File: src/rtl/uart_pkg.sv
// Shared types and constants for the UART receive path.
// Latency: n/a (declarations only).
// Backpressure: n/a.
package uart_pkg;

  // Receive sequencer states, in the order a frame walks through them.
  typedef enum logic [2:0] {
    RESET_IDLE = 3'd0,
    CLEAR      = 3'd1,
    ARM        = 3'd2,
    WAIT       = 3'd3,
    CAPTURE    = 3'd4
  } rx_seq_state_t;

  // Receiver status word: bit 15 high = armed/ready, low = byte complete.
  localparam int UART_READY_BIT = 15;
  localparam int UART_BYTE_W    = 8;

endpackage

File: src/rtl/sync_fifo.sv
// Single-clock FIFO with push/pop/full/empty/count; head is a combinational read.
// Latency: pushed entry visible at the head one cycle after the push edge.
// Backpressure: push while full is refused unless a pop lands in the same cycle.
module sync_fifo #(
  parameter  int WIDTH = 8,
  parameter  int DEPTH = 4,
  localparam int AW    = (DEPTH > 1) ? $clog2(DEPTH) : 1,
  localparam int CW    = $clog2(DEPTH + 1)
) (
  input  logic             clk,
  input  logic             rst_n,
  input  logic             i_push,
  input  logic [WIDTH-1:0] i_push_dat,
  input  logic             i_pop,
  output logic [WIDTH-1:0] o_head_dat,
  output logic             o_full,
  output logic             o_empty,
  output logic [CW-1:0]    o_count
);

  logic [WIDTH-1:0] r_mem [DEPTH];
  logic [AW-1:0]    r_wr_ptr;
  logic [AW-1:0]    r_rd_ptr;
  logic [CW-1:0]    r_count;
  logic             w_push;
  logic             w_pop;

  assign o_full     = (r_count == CW'(DEPTH));
  assign o_empty    = (r_count == '0);
  assign o_count    = r_count;
  assign o_head_dat = r_mem[r_rd_ptr];

  // A pop in the same cycle frees the slot, so a push on a full FIFO still lands.
  assign w_pop  = i_pop & ~o_empty;
  assign w_push = i_push & (~o_full | w_pop);

  // Storage: cleared on reset so the head reads 0 while empty.
  always_ff @(posedge clk or negedge rst_n) begin
    if (!rst_n) begin
      for (int i = 0; i < DEPTH; i++) begin
        r_mem[i] <= '0;
      end
    end else if (w_push) begin
      r_mem[r_wr_ptr] <= i_push_dat;
    end
  end

  // Pointers wrap naturally (power-of-two depth); count tracks push minus pop.
  always_ff @(posedge clk or negedge rst_n) begin
    if (!rst_n) begin
      r_wr_ptr <= '0;
      r_rd_ptr <= '0;
      r_count  <= '0;
    end else begin
      if (w_push) r_wr_ptr <= r_wr_ptr + 1'b1;
      if (w_pop)  r_rd_ptr <= r_rd_ptr + 1'b1;
      case ({w_push, w_pop})
        2'b10:   r_count <= r_count + 1'b1;
        2'b01:   r_count <= r_count - 1'b1;
        default: r_count <= r_count;
      endcase
    end
  end

endmodule

File: src/rtl/uart_rx_sequencer.sv
// Sequences UART receiver clear/arm/capture and queues bytes; optional ARM watchdog under UART_RX_TIMEOUT_EN.
// Latency: ready bit falls in cycle N -> CAPTURE at N+1 -> byte at FIFO head and rx_clear pulse at N+2.
// Backpressure: m_valid/m_ready; a byte captured into a full FIFO with no pop is dropped and flags overflow.
module uart_rx_sequencer
  import uart_pkg::*;
#(
  parameter int FIFO_DEPTH     = 4,
  parameter int TIMEOUT_CYCLES = 4096
) (
  input  logic                               clk,
  input  logic                               rst_n,
  input  logic [15:0]                        rx_word,
  output logic                               rx_clear,
  output logic [7:0]                         m_data,
  output logic                               m_valid,
  input  logic                               m_ready,
  output logic [$clog2(FIFO_DEPTH+1)-1:0]    count,
  output logic                               overflow,
  input  logic                               clr_overflow,
  output logic                               timeout_evt
);

  rx_seq_state_t r_state;
  rx_seq_state_t w_next;
  logic          r_run;
  logic          r_rx_clear;
  logic          r_overflow;
  logic          w_capture;
  logic          w_ready;
  logic          w_full;
  logic          w_empty;
  logic          w_drop;
  logic          w_unused_rx_hi;

  assign w_ready        = rx_word[UART_READY_BIT];
  assign w_unused_rx_hi = ^rx_word[14:8];

`ifdef UART_RX_TIMEOUT_EN
  logic [15:0] r_wdog;
  logic        w_timeout_fire;

  // Watchdog counts ARM cycles; leaving ARM (including via timeout) zeroes it.
  always_ff @(posedge clk or negedge rst_n) begin
    if (!rst_n) begin
      r_wdog <= '0;
    end else if (r_state == ARM) begin
      r_wdog <= r_wdog + 1'b1;
    end else begin
      r_wdog <= '0;
    end
  end

  assign w_timeout_fire = (r_state == ARM) && !w_ready &&
                          (r_wdog == 16'(TIMEOUT_CYCLES - 1));
  assign timeout_evt    = w_timeout_fire;
`else
  logic w_unused_cfg;

  assign w_unused_cfg = (TIMEOUT_CYCLES > 1);
  assign timeout_evt  = 1'b0;
`endif

  // First edge after reset release only arms r_run, so CLEAR starts one full cycle later.
  always_ff @(posedge clk or negedge rst_n) begin
    if (!rst_n) begin
      r_run <= 1'b0;
    end else begin
      r_run <= 1'b1;
    end
  end

  // Next-state logic: CLEAR -> ARM (wait ack) -> WAIT (wait byte) -> CAPTURE -> CLEAR.
  always_comb begin
    w_next    = r_state;
    w_capture = 1'b0;
    case (r_state)
      RESET_IDLE: if (r_run) w_next = CLEAR;
      CLEAR:      w_next = ARM;
      ARM: begin
        if (w_ready) begin
          w_next = WAIT;
        end
`ifdef UART_RX_TIMEOUT_EN
        else if (w_timeout_fire) begin
          w_next = CLEAR;
        end
`endif
      end
      WAIT:       if (!w_ready) w_next = CAPTURE;
      CAPTURE: begin
        w_capture = 1'b1;
        w_next    = CLEAR;
      end
      default:    w_next = RESET_IDLE;
    endcase
  end

  // State register plus registered rx_clear, high exactly while in CLEAR.
  always_ff @(posedge clk or negedge rst_n) begin
    if (!rst_n) begin
      r_state    <= RESET_IDLE;
      r_rx_clear <= 1'b0;
    end else begin
      r_state    <= w_next;
      r_rx_clear <= (w_next == CLEAR);
    end
  end

  assign rx_clear = r_rx_clear;

  // Drop only when full and the consumer is not freeing a slot this cycle.
  assign w_drop = w_capture & w_full & ~(m_ready & ~w_empty);

  // Sticky overflow; a new drop wins over a simultaneous clear.
  always_ff @(posedge clk or negedge rst_n) begin
    if (!rst_n) begin
      r_overflow <= 1'b0;
    end else if (w_drop) begin
      r_overflow <= 1'b1;
    end else if (clr_overflow) begin
      r_overflow <= 1'b0;
    end
  end

  assign overflow = r_overflow;
  assign m_valid  = ~w_empty;

  sync_fifo #(
    .WIDTH (UART_BYTE_W),
    .DEPTH (FIFO_DEPTH)
  ) u_fifo (
    .clk        (clk),
    .rst_n      (rst_n),
    .i_push     (w_capture),
    .i_push_dat (rx_word[UART_BYTE_W-1:0]),
    .i_pop      (m_ready),
    .o_head_dat (m_data),
    .o_full     (w_full),
    .o_empty    (w_empty),
    .o_count    (count)
  );

endmodule

File: config.mk
export PLATFORM = sky130hd
export DESIGN_NAME = uart_rx_sequencer
export DESIGN_NICKNAME = d
export VERILOG_FILES = /design/src/rtl/uart_pkg.sv /design/src/rtl/sync_fifo.sv /design/src/rtl/uart_rx_sequencer.sv
export SDC_FILE = /design/constraint.sdc
export NUM_CORES = 1
export LEC_CHECK = 0
export CAP_MARGIN = 20
export CORE_ASPECT_RATIO = 0.75
export CORE_UTILIZATION = 30
export DETAILED_ROUTE_END_ITERATION = 12
export GPL_ROUTABILITY_DRIVEN = 0
export SLEW_MARGIN = 0
export SYNTH_ARGS = -nofsm -noshare
export SYNTH_HDL_FRONTEND = slang
export SYNTH_SLANG_ARGS = --single-unit
File: constraint.sdc
create_clock -name clk -period 2.8 [get_ports clk]
set_input_delay 0.56 -clock clk [delete_from_list [all_inputs] [get_ports clk]]
set_output_delay 0.56 -clock clk [all_outputs]
set_load 0.03 [all_outputs]
# Yosys cells after proc, flatten, opt, wreduce, memory -nomap -nowiden

Cells that the tools add are included.

Add/sub/neg operators: 4
$lt $le $gt $ge: 3
Equality and inequality tests: 8
Multiplexer cells: 14
Bitwise operators: 10
Reductions and logical operators: 5

Operator list:

| cell                                                        | number |
|---|---|
| bitwise mux 32 bit                                          | 1 |
| 2-to-1 mux 8 bit                                            | 3 |
| binary-select mux 8 bit (select 2 bit)                      | 1 |
| demux 8 bit (select 2 bit)                                  | 1 |
| one-hot mux 3 bit (5 select lines)                          | 1 |
| 2-to-1 mux 3 bit                                            | 3 |
| == test 3 x 1 -> 1 bit (second input constant)              | 2 |
| == test 3 x 2 -> 1 bit (second input constant)              | 2 |
| == test 3 bit (second input constant)                       | 2 |
| greater-or-equal comparator 3 bit (second input constant)   | 2 |
| zero test 3 bit                                             | 2 |
| inverter 2 -> 3 bit                                         | 2 |
| one-hot mux 3 bit (2 select lines)                          | 1 |
| adder 2 x 1 -> 2 bit (second input constant)                | 2 |
| bitwise AND 1 bit                                           | 4 |
| nonzero test 2 bit                                          | 2 |
| adder 3 x 1 -> 3 bit (second input constant)                | 1 |
| less-than comparator 3 x 1 -> 1 bit (second input constant) | 1 |
| 2-to-1 mux 1 bit                                            | 3 |
| inverter 1 bit                                              | 3 |
| subtractor 3 x 1 -> 3 bit (second input constant)           | 1 |
| == test 2 x 1 -> 1 bit (second input constant)              | 1 |
| == test 2 bit (second input constant)                       | 1 |
| logical AND 1 bit                                           | 1 |
| OR 1 bit                                                    | 1 |

Flip-flop bits (word level): 45
Input port bits: 20
Output and inout bits: 15
Word-level logic and storage cells: 55

# Logic depth before layout (Yosys ltp)

Gate-level depths: netlist of run 1.

Depth in word-level cells: 7
Mapped depth: 9
Depth with buffers taken out: 8

# Hierarchy

A second synthesis of run 1 with hierarchy kept.

Cells, all modules: 137
Area total of the unflattened synthesis: 2054.5 µm²

Modules (own cells, without submodules):

| module            | times used | cells an instance | area each (µm²) | seq. area each (µm²) |
|---|---|---|---|---|
| sync_fifo         | 1          | 115               | 1801.7          | 975.9 |
| uart_rx_sequencer | 1          | 22                | 252.7           | 150.1 |

# Least setup slack after synthesis of run 1

Ideal clock, no wire load.

Path type: reg-to-reg
From: register u_fifo.r_count[0] (netlist: u_fifo.o_count[0])
To: register u_fifo.r_count[2] (netlist: u_fifo.o_count[2])
Library setup time: 0.081 ns
Data arrival time: 2.311 ns
Required time: 2.719 ns
Setup slack: 0.408 ns
Stages on the path, launching flop included: 10
Path buffers: 1
Clock period less this slack: 2.392 ns
Cell sequence: dfrtp_1 or4b_1 buf_6 nand2_1 ha_1 inv_1 fa_1 xor2_1 nor2_1 xor2_1

Longest elaborated chain between the ends: 7
Elaborated cells between the ends (all ways): 13
Those cells by class: add/sub: 2; eq/ne: 3; mux: 1; bitwise: 5; reduce/logical: 2

Ends and longest elaborated chain:

| item                                                                     | line            | source |
|---|---|---|
| from (decl)                                                              | sync_fifo.sv:24 | `logic [CW-1:0] r_count;` |
| from (signal assigned)                                                   | sync_fifo.sv:58 | `2'b10: r_count <= r_count + 1'b1;` |
| from (signal assigned)                                                   | sync_fifo.sv:59 | `2'b01: r_count <= r_count - 1'b1;` |
| from (signal assigned)                                                   | sync_fifo.sv:60 | `default: r_count <= r_count;` |
| zero test 3 bit                                                          | sync_fifo.sv:29 | `assign o_empty = (r_count == '0);` |
| inverter 1 bit                                                           | sync_fifo.sv:34 | `assign w_pop = i_pop & ~o_empty;` |
| bitwise AND 1 bit                                                        | sync_fifo.sv:34 |  |
| OR 1 bit                                                                 | sync_fifo.sv:35 | `assign w_push = i_push & (~o_full \| w_pop);` |
| bitwise AND 1 bit                                                        | sync_fifo.sv:35 |  |
| == test 2 x 1 -> 1 bit or == test 2 bit (tied branches)                  | sync_fifo.sv:57 | `case ({w_push, w_pop})` |
| one-hot mux 3 bit (2 select lines) or nonzero test 2 bit (tied branches) | n/a             |  |

Several ways; a longest one is shown, not always the timed one.
A chain may end at the register's enable or synchronous reset.

# Worst setup path in the final report of run 1

From: register u_fifo.r_rd_ptr[0]
To: output m_data[1]

Longest elaborated chain between the ends: 4

Ends and longest elaborated chain:

| item                                                 | line                    | source |
|---|---|---|
| from (decl)                                          | sync_fifo.sv:23         | `logic [AW-1:0] r_rd_ptr;` |
| from (signal assigned)                               | sync_fifo.sv:56         | `if (w_pop) r_rd_ptr <= r_rd_ptr + 1'b1;` |
| inverter 2 -> 3 bit (implied by the code)            | sync_fifo.sv:31         | `assign o_head_dat = r_mem[r_rd_ptr];` |
| binary-select mux 8 bit (select 2 bit)               | sync_fifo.sv:31         |  |
| 2-to-1 mux 8 bit (implied by the code) (2 in series) | sync_fifo.sv:31         |  |
| to (decl)                                            | uart_rx_sequencer.sv:14 | `output logic [7:0] m_data,` |

No other way between the ends. The select of a mux whose other input is x is not followed.

==> results of run 1 <==
registers in the layout, indices dropped and copies added, names as in the netlist:
register         count
u_fifo.r_mem        32
rx_clear             1
u_fifo.r_wr_ptr      2
u_fifo.r_rd_ptr      2
u_fifo.o_count       3
r_state              3
overflow             1
r_run                1
cell usage in the layout (no fill, tap or decap), drive strengths merged, types with 3 or more instances in the layout:
cell,n
ha,5
mux4,8
buf,5
xnor2,3
xor2,3
mux2,33
dfrtp,45
nand3,4
clkbuf,6
clkdlybuf4s50,25
nand2,3
inv,7
routing by layer:
layer | GRT usage, % | routed length (µm) | share of wire, % | up-vias
li1 | - | - | - | 532
met1 | 13.8 | 1670 | 43 | 606
met2 | 22.5 | 2010 | 52 | 24
met3 | 4.00 | 190 | 4.9 | 2
met4 | 2.53 | 12 | 0.31 | 0
met5 | 0 | 0 | 0 | -
final cells by class:
type | count | area (µm²) | share of cell area [%]
flip-flops and latches | 45 | 1130 | 44.6
multi-input cells | 75 | 880 | 34.8
repair buffers | 30 | 298 | 11.8
well taps | 81 | 101 | 4.01
clock buffers | 6 | 82.6 | 3.27
inverters | 7 | 26.3 | 1.04
clock inverters | 2 | 13.8 | 0.545
Yosys cell counts, drive strengths merged:
| master | n |
|---|---|
| dfrtp | 45 |
| mux2 | 33 |
| mux4 | 8 |
| inv | 7 |
| ha | 5 |
| buf | 4 |
| nand3 | 4 |
| nand2 | 3 |
| xnor2 | 3 |
| xor2 | 3 |
| conb | 2 |
| nor2 | 2 |
| a211oi | 1 |
| a31o | 1 |
| and3 | 1 |
| fa | 1 |
| mux2i | 1 |
| nor2b | 1 |
| nor3b | 1 |
| o21a | 1 |
| o22ai | 1 |
| o31a | 1 |
| or3 | 1 |
| or4b | 1 |
path summary, 6_finish.rpt:
path / from / end / slack (ps)
max in group asynchronous: rst_n / r_state[2] / 2310
worst max-delay path: u_fifo.r_rd_ptr[0] / m_data[1] / 230
worst min register to register: r_run / rx_clear / 490
min in group clk: r_run / rx_clear / 490
worst min-delay path: rst_n / u_fifo.r_mem[23] / 60
worst max register to register: u_fifo.o_count[0] / u_fifo.o_count[2] / 590
stage by stage:
step	cells	util [%]	worst slack, ps	power [W]	area, µm²
after floorplan	131	-	408	0.00180	2060
after global placement	237	37.2	129	0.00210	2410
after detailed placement	237	37.2	78.2	0.00219	2410
after CTS	245	38.7	200	0.00261	2510
after global routing	246	39.0	153	0.00274	2530
final	246	39.0	235	0.00257	2530
worst max-delay path, delay by kind of cell (launching register included):
family / cells / cell delay (ps)
buf+inv: 2 / 840
mux: 1 / 550
flops: 1 / 330
power breakdown:
part	internal, W	leakage (nW)	total [W]	switching, W
clock	0.000200	0.0512	0.000414	0.000214
sequential	0.000888	0.591	0.00107	0.000182
combinational	0.000567	0.500	0.00109	0.000523
total	0.00166	1.14	0.00257	0.000919
kinds of logic after synthesis:
group	Yosys count	synth area share, %
compound gates	5	1.88
buf+inv	11	2.61
fa+ha+maj	6	4.01
flops	45	54.7
mux	42	27.3
xor+xnor	6	2.55
simple gates	14	6.62
other cells	2	0.365
==> summary.txt, run 1 <==
STA
  • RSZ-0062 raised after global routing: no
  • Setup violators final: 0
  • Slew Limit Headroom: 65.8%
  • Crit path time final: 2570 ps
  • Max Slew Vio Count: 0
  • Tcrit/Tclk final: 91.6%
  • Max Freq: 390 MHz
  • Fin. Hold Viols: 0
  • Fin Hold WS: 64.9 ps
  • Setup Skew: 6.03 ps
  • Setup TNS: 0 ps
  • Slew @ Worst Pin: 512 ps

Drt
  • DRT Pass-1 Iters: 8
  • Vias per cell: 4.73
  • Post-DR wirelength/cell: 15.8 µm
  • Routed WL: 3.88 mm
  • DRC errors left: 6
  • Iteration-0 DRC Markers: 32
  • Routed Antenna Nets: 0
  • DR vias: 1164

Worst setup path
  • Nature of the critical path endpoint: primary output
  • Worst Setup Path Type: flip-flop to primary output
  • Critical Path AT: 2010 ps
  • R2r worst-path depth: 8
  • CP max-delay cell: clkdlybuf4s50_1
  • Worst-path fanout max: 10
  • CP startpoint kind: flip-flop
  • CP peak stage delay: 610 ps
  • Critical Path RT: 2240 ps
  • CP Cell Sequence: buf_4 -> mux4_2 -> clkdlybuf4s50_1

Floorplan
  • Core area: 0.00647 mm²
  • Die ar.: 0.00720 mm²
  • Starting Density: 31.8%
  • # IOs: 35
  • # rows: 25
  • Chip width: 97.7 µm
  • Chip height: 73.8 µm

Cells and area
  • N_diodes: 0
  • Fillcell total: 605
  • Nets: 190
  • Area Overhead vs Synth: 22.7%
  • Share of layout cells above drive strength 1: 36.4%

Clock network
  • CTS buffer count: 5
  • Later-pin clock latency in the skew report: 290 ps
  • Reg clk slew, reported paths: 80 ps
  • Clock root cell: clkbuf_8
  • Post-CTS sizing: 0
  • CTS tree: built
  • Sink Count: 45
  • Post-CTS setup buffer count: 0
  • H-tree depth: 2
  • Post-CTS Hold Buffers: 0
  • CTS Buffer Depth: 2

Yosys
  • Seq cells post-synth: 45
  • Yosys warns: 0
  • Most area-consuming cells after synthesis: dfrtp_1 55%, mux2_2 18%, mux4_2 8.7%
  • Mean Syn Cell Area: 15.7 µm²
  • Seq/Total Area, Yosys: 54.7%
  • Distinct cell type count after synthesis: 27
  • Syn_nets: 157
  • Post-synth top area share: 54.7%
  • Post-Synthesis Cells: 131
  • Mapped cell area: 0.00206 mm²
  • Area leader, netlist: dfrtp_1

GRT
  • GRT overflow: 0
  • Largest net degree at the start of global routing: 46
  • All-layer global routing usage: 12.1%
  • Initial antenna violation count: 0
  • First-pass GRT wire length: 6.47 mm
  • Number of global-route vias before repair: 1273

Power and ir drop
  • Pwr Density: 1020 mW/mm²
  • VDD IR max: 0.351 mV
  • Leak Pwr: 1.14 nW

Min path
  • Worst hold-check path type: input port to async pin

Placed design
  • DP Wirelength: 2.82 mm
  • Number of port buffers: 26

Outcome
  • Status: complete, but fails checks
  • Failing checks: design-rule violations

Flow run
  • Maxcap violations: 0
Note: power is estimated with default switching activity, not from simulation.
==> inputs of run 2 (changes only) <==
--- a/config.mk
+++ b/config.mk
@@ -10,6 +10,7 @@
 export CORE_UTILIZATION = 30
 export DETAILED_ROUTE_END_ITERATION = 12
 export GPL_ROUTABILITY_DRIVEN = 0
+export REMOVE_ABC_BUFFERS = 1
 export SLEW_MARGIN = 0
 export SYNTH_ARGS = -nofsm -noshare
 export SYNTH_HDL_FRONTEND = slang
==> constraint.sdc (replaced) <==
create_clock -name clk -period 3.18 [get_ports clk]
set_input_delay 0.636 -clock clk [delete_from_list [all_inputs] [get_ports clk]]
set_output_delay 0.636 -clock clk [all_outputs]
set_load 0.03 [all_outputs]
==> run 2 against run 1 <==
The run now ends clean. Sequential share of layout area up 0.31 points. Largest power group is now registers. Register-to-register slack improved by 320 ps. Critical endpoint is now m_data[4]. Sequential power shrank 9.6%. Wire length rose by 2.5%. Worst hold slack better by 190 ps. Global-route usage grew 0.26 points. Combinational power is 14% lower. Setup slack better by 120 ps.
==> summary.txt, run 2 (synthesized netlist as in run 1, its figures left out) <==
Outcome
  • Status: complete, no violations

Drt
  • Routed Antenna Nets: 0
  • Post-DR wirelength/cell: 16.3 µm
  • DR vias: 1161
  • DRT Pass-1 Iters: 4
  • Routed WL: 3.98 mm
  • Vias per cell: 4.76
  • DRC errors left: 0
  • Iteration-0 DRC Markers: 65

Power and ir drop
  • Switching Fraction: 35.5%
  • Flop pwr share: 43.0%
  • Internal cell power: 0.00145 W
  • Gate power share: 41.5%
  • Clock power frac: 15.5%
  • Pwr Density: 896 mW/mm²
  • Switch Pwr: 0.000798 W
  • VDD IR max: 0.330 mV
  • Leak Pwr: 1.13 nW

GRT
  • Number of global-route vias before repair: 1269
  • All-layer global routing usage: 12.4%
  • GRT busiest layer: met2
  • GRT met3 Usage: 4.38%
  • Met1 Usage GRT: 15.6%
  • Largest net degree at the start of global routing: 46
  • Initial antenna violation count: 0
  • First-pass GRT wire length: 6.54 mm
  • Met2 usage: 20.2%
  • GRT overflow: 0

Cells and area
  • Top reg by flops: u_fifo.r_mem
  • N_diodes: 0
  • Final cell count without fillers: 244
  • Most common cell after layout, fill and taps aside: dfrtp_1
  • Nets: 189
  • Area Overhead vs Synth: 21.9%
  • Share of layout cells above drive strength 1: 35.0%
  • Max reg flops: 32
  • Final cell utilization of the core: 38.8%
  • Most frequent cells in the layout: 45 x dfrtp_1, 33 x mux2_2, 25 x clkdlybuf4s50_1

Clock network
  • Reg clk slew, reported paths: 80 ps
  • CTS tree: built
  • CTS buffer count: 5
  • Post-CTS Hold Buffers: 0
  • Post-CTS sizing: 0
  • CTS Buffer Depth: 2
  • Post-CTS setup buffer count: 0
  • Later-pin clock latency in the skew report: 300 ps
  • Sink Count: 45
  • Clock root cell: clkbuf_8
  • H-tree depth: 2

Worst setup path
  • Critical Path RT: 2540 ps
  • CP startpoint kind: flip-flop
  • Nature of the critical path endpoint: primary output
  • Critical Path AT: 2190 ps
  • Worst-path fanout max: 6
  • Worst Setup Path Type: flip-flop to primary output

STA
  • Max Slew Vio Count: 0
  • RSZ-0062 raised after global routing: no
  • Slew Limit Headroom: 64.6%
  • Max Freq: 353 MHz
  • Fin. Hold Viols: 0
  • Slew @ Worst Pin: 530 ps
  • Setup Skew: 7.34 ps
  • Tcrit/Tclk final: 89.0%
  • Setup TNS: 0 ps
  • Crit path time final: 2830 ps
  • Setup violators final: 0

Placed design
  • DP Wirelength: 2.83 mm
  • Number of port buffers: 26
  • Post-Place Cells: 236

Flow run
  • Maxcap violations: 0

Floorplan
  • Chip height: 73.8 µm
  • # IOs: 35
  • # rows: 25
  • Core area: 0.00647 mm²
  • Starting Density: 31.8%
  • Chip width: 97.7 µm
  • Die ar.: 0.00720 mm²

Min path
  • Worst hold-check path type: input port to async pin
[run 2: worst max-delay path, stage by stage, from the launching register on]
cell and delay (ps):
dfrtp_1 530, buf_4 240, mux4_2 520, clkdlybuf4s50_1 610
[run 2: power groups by stage]
stage               registers, W  logic (W)  clock network, W
floorplan               0.000979   0.000592                 0
global placement        0.000953   0.000902                 0
detailed placement      0.000980   0.000939                 0
CTS                     0.000969   0.000945          0.000365
global route             0.00100    0.00100          0.000393
finish                  0.000967   0.000933          0.000349
[run 2: final cells by class]
| type | instances | area (µm²) |
|---|---|---|
| clock buffers | 7 | 86.3 |
| fillers | 595 | 3970 |
| inverters | 7 | 26.3 |
| multi-input cells | 75 | 880 |
| flip-flops and latches | 45 | 1130 |
| well taps | 81 | 101 |
| repair buffers | 29 | 290 |
[run 2: path summary, 6_finish.rpt]
| kind | start | to | slack (ps) | cells past startpoint |
|---|---|---|---|---|
| hold reg to reg | r_run | rx_clear | 500 | 1 |
| setup reg to reg | u_fifo.o_count[0] | u_fifo.o_count[2] | 910 | 8 |
| min in group clk | r_run | rx_clear | 500 | 1 |
| hold / removal | rst_n | u_fifo.r_mem[3] | 260 | 1 |
| setup / recovery | u_fifo.r_rd_ptr[0] | m_data[4] | 350 | 3 |
| max in group asynchronous | rst_n | u_fifo.r_mem[13] | 2440 | 2 |
[run 2: through the flow]
stage                     total power (W)  hold slack [ps]  worst slack, ps  area [µm²]
final                             0.00225              259              351        2510
after CTS                         0.00228              496              293        2490
after global placement            0.00186              465              368        2400
after floorplan                   0.00157              340              606        2030
after detailed placement          0.00192              477              340        2400
after global routing              0.00240              273              217        2510
[run 2: layer usage]
metal / routed length, µm / up-vias
li1: - / 524
met1: 1740 / 607
met2: 2030 / 24
met3: 169 / 6
met4: 38 / 0
met5: 0 / -
==> inputs of run 3 (changes only) <==
--- a/config.mk
+++ b/config.mk
@@ -9,9 +9,10 @@
 export CORE_ASPECT_RATIO = 0.75
 export CORE_UTILIZATION = 30
 export DETAILED_ROUTE_END_ITERATION = 12
-export GPL_ROUTABILITY_DRIVEN = 0
+export GPL_ROUTABILITY_DRIVEN = 1
 export REMOVE_ABC_BUFFERS = 1
 export SLEW_MARGIN = 0
 export SYNTH_ARGS = -nofsm -noshare
 export SYNTH_HDL_FRONTEND = slang
 export SYNTH_SLANG_ARGS = --single-unit
+export TNS_END_PERCENT = 100
==> results of run 3 <==
The final DEF is identical to that of run 2; final timing and power are the same.
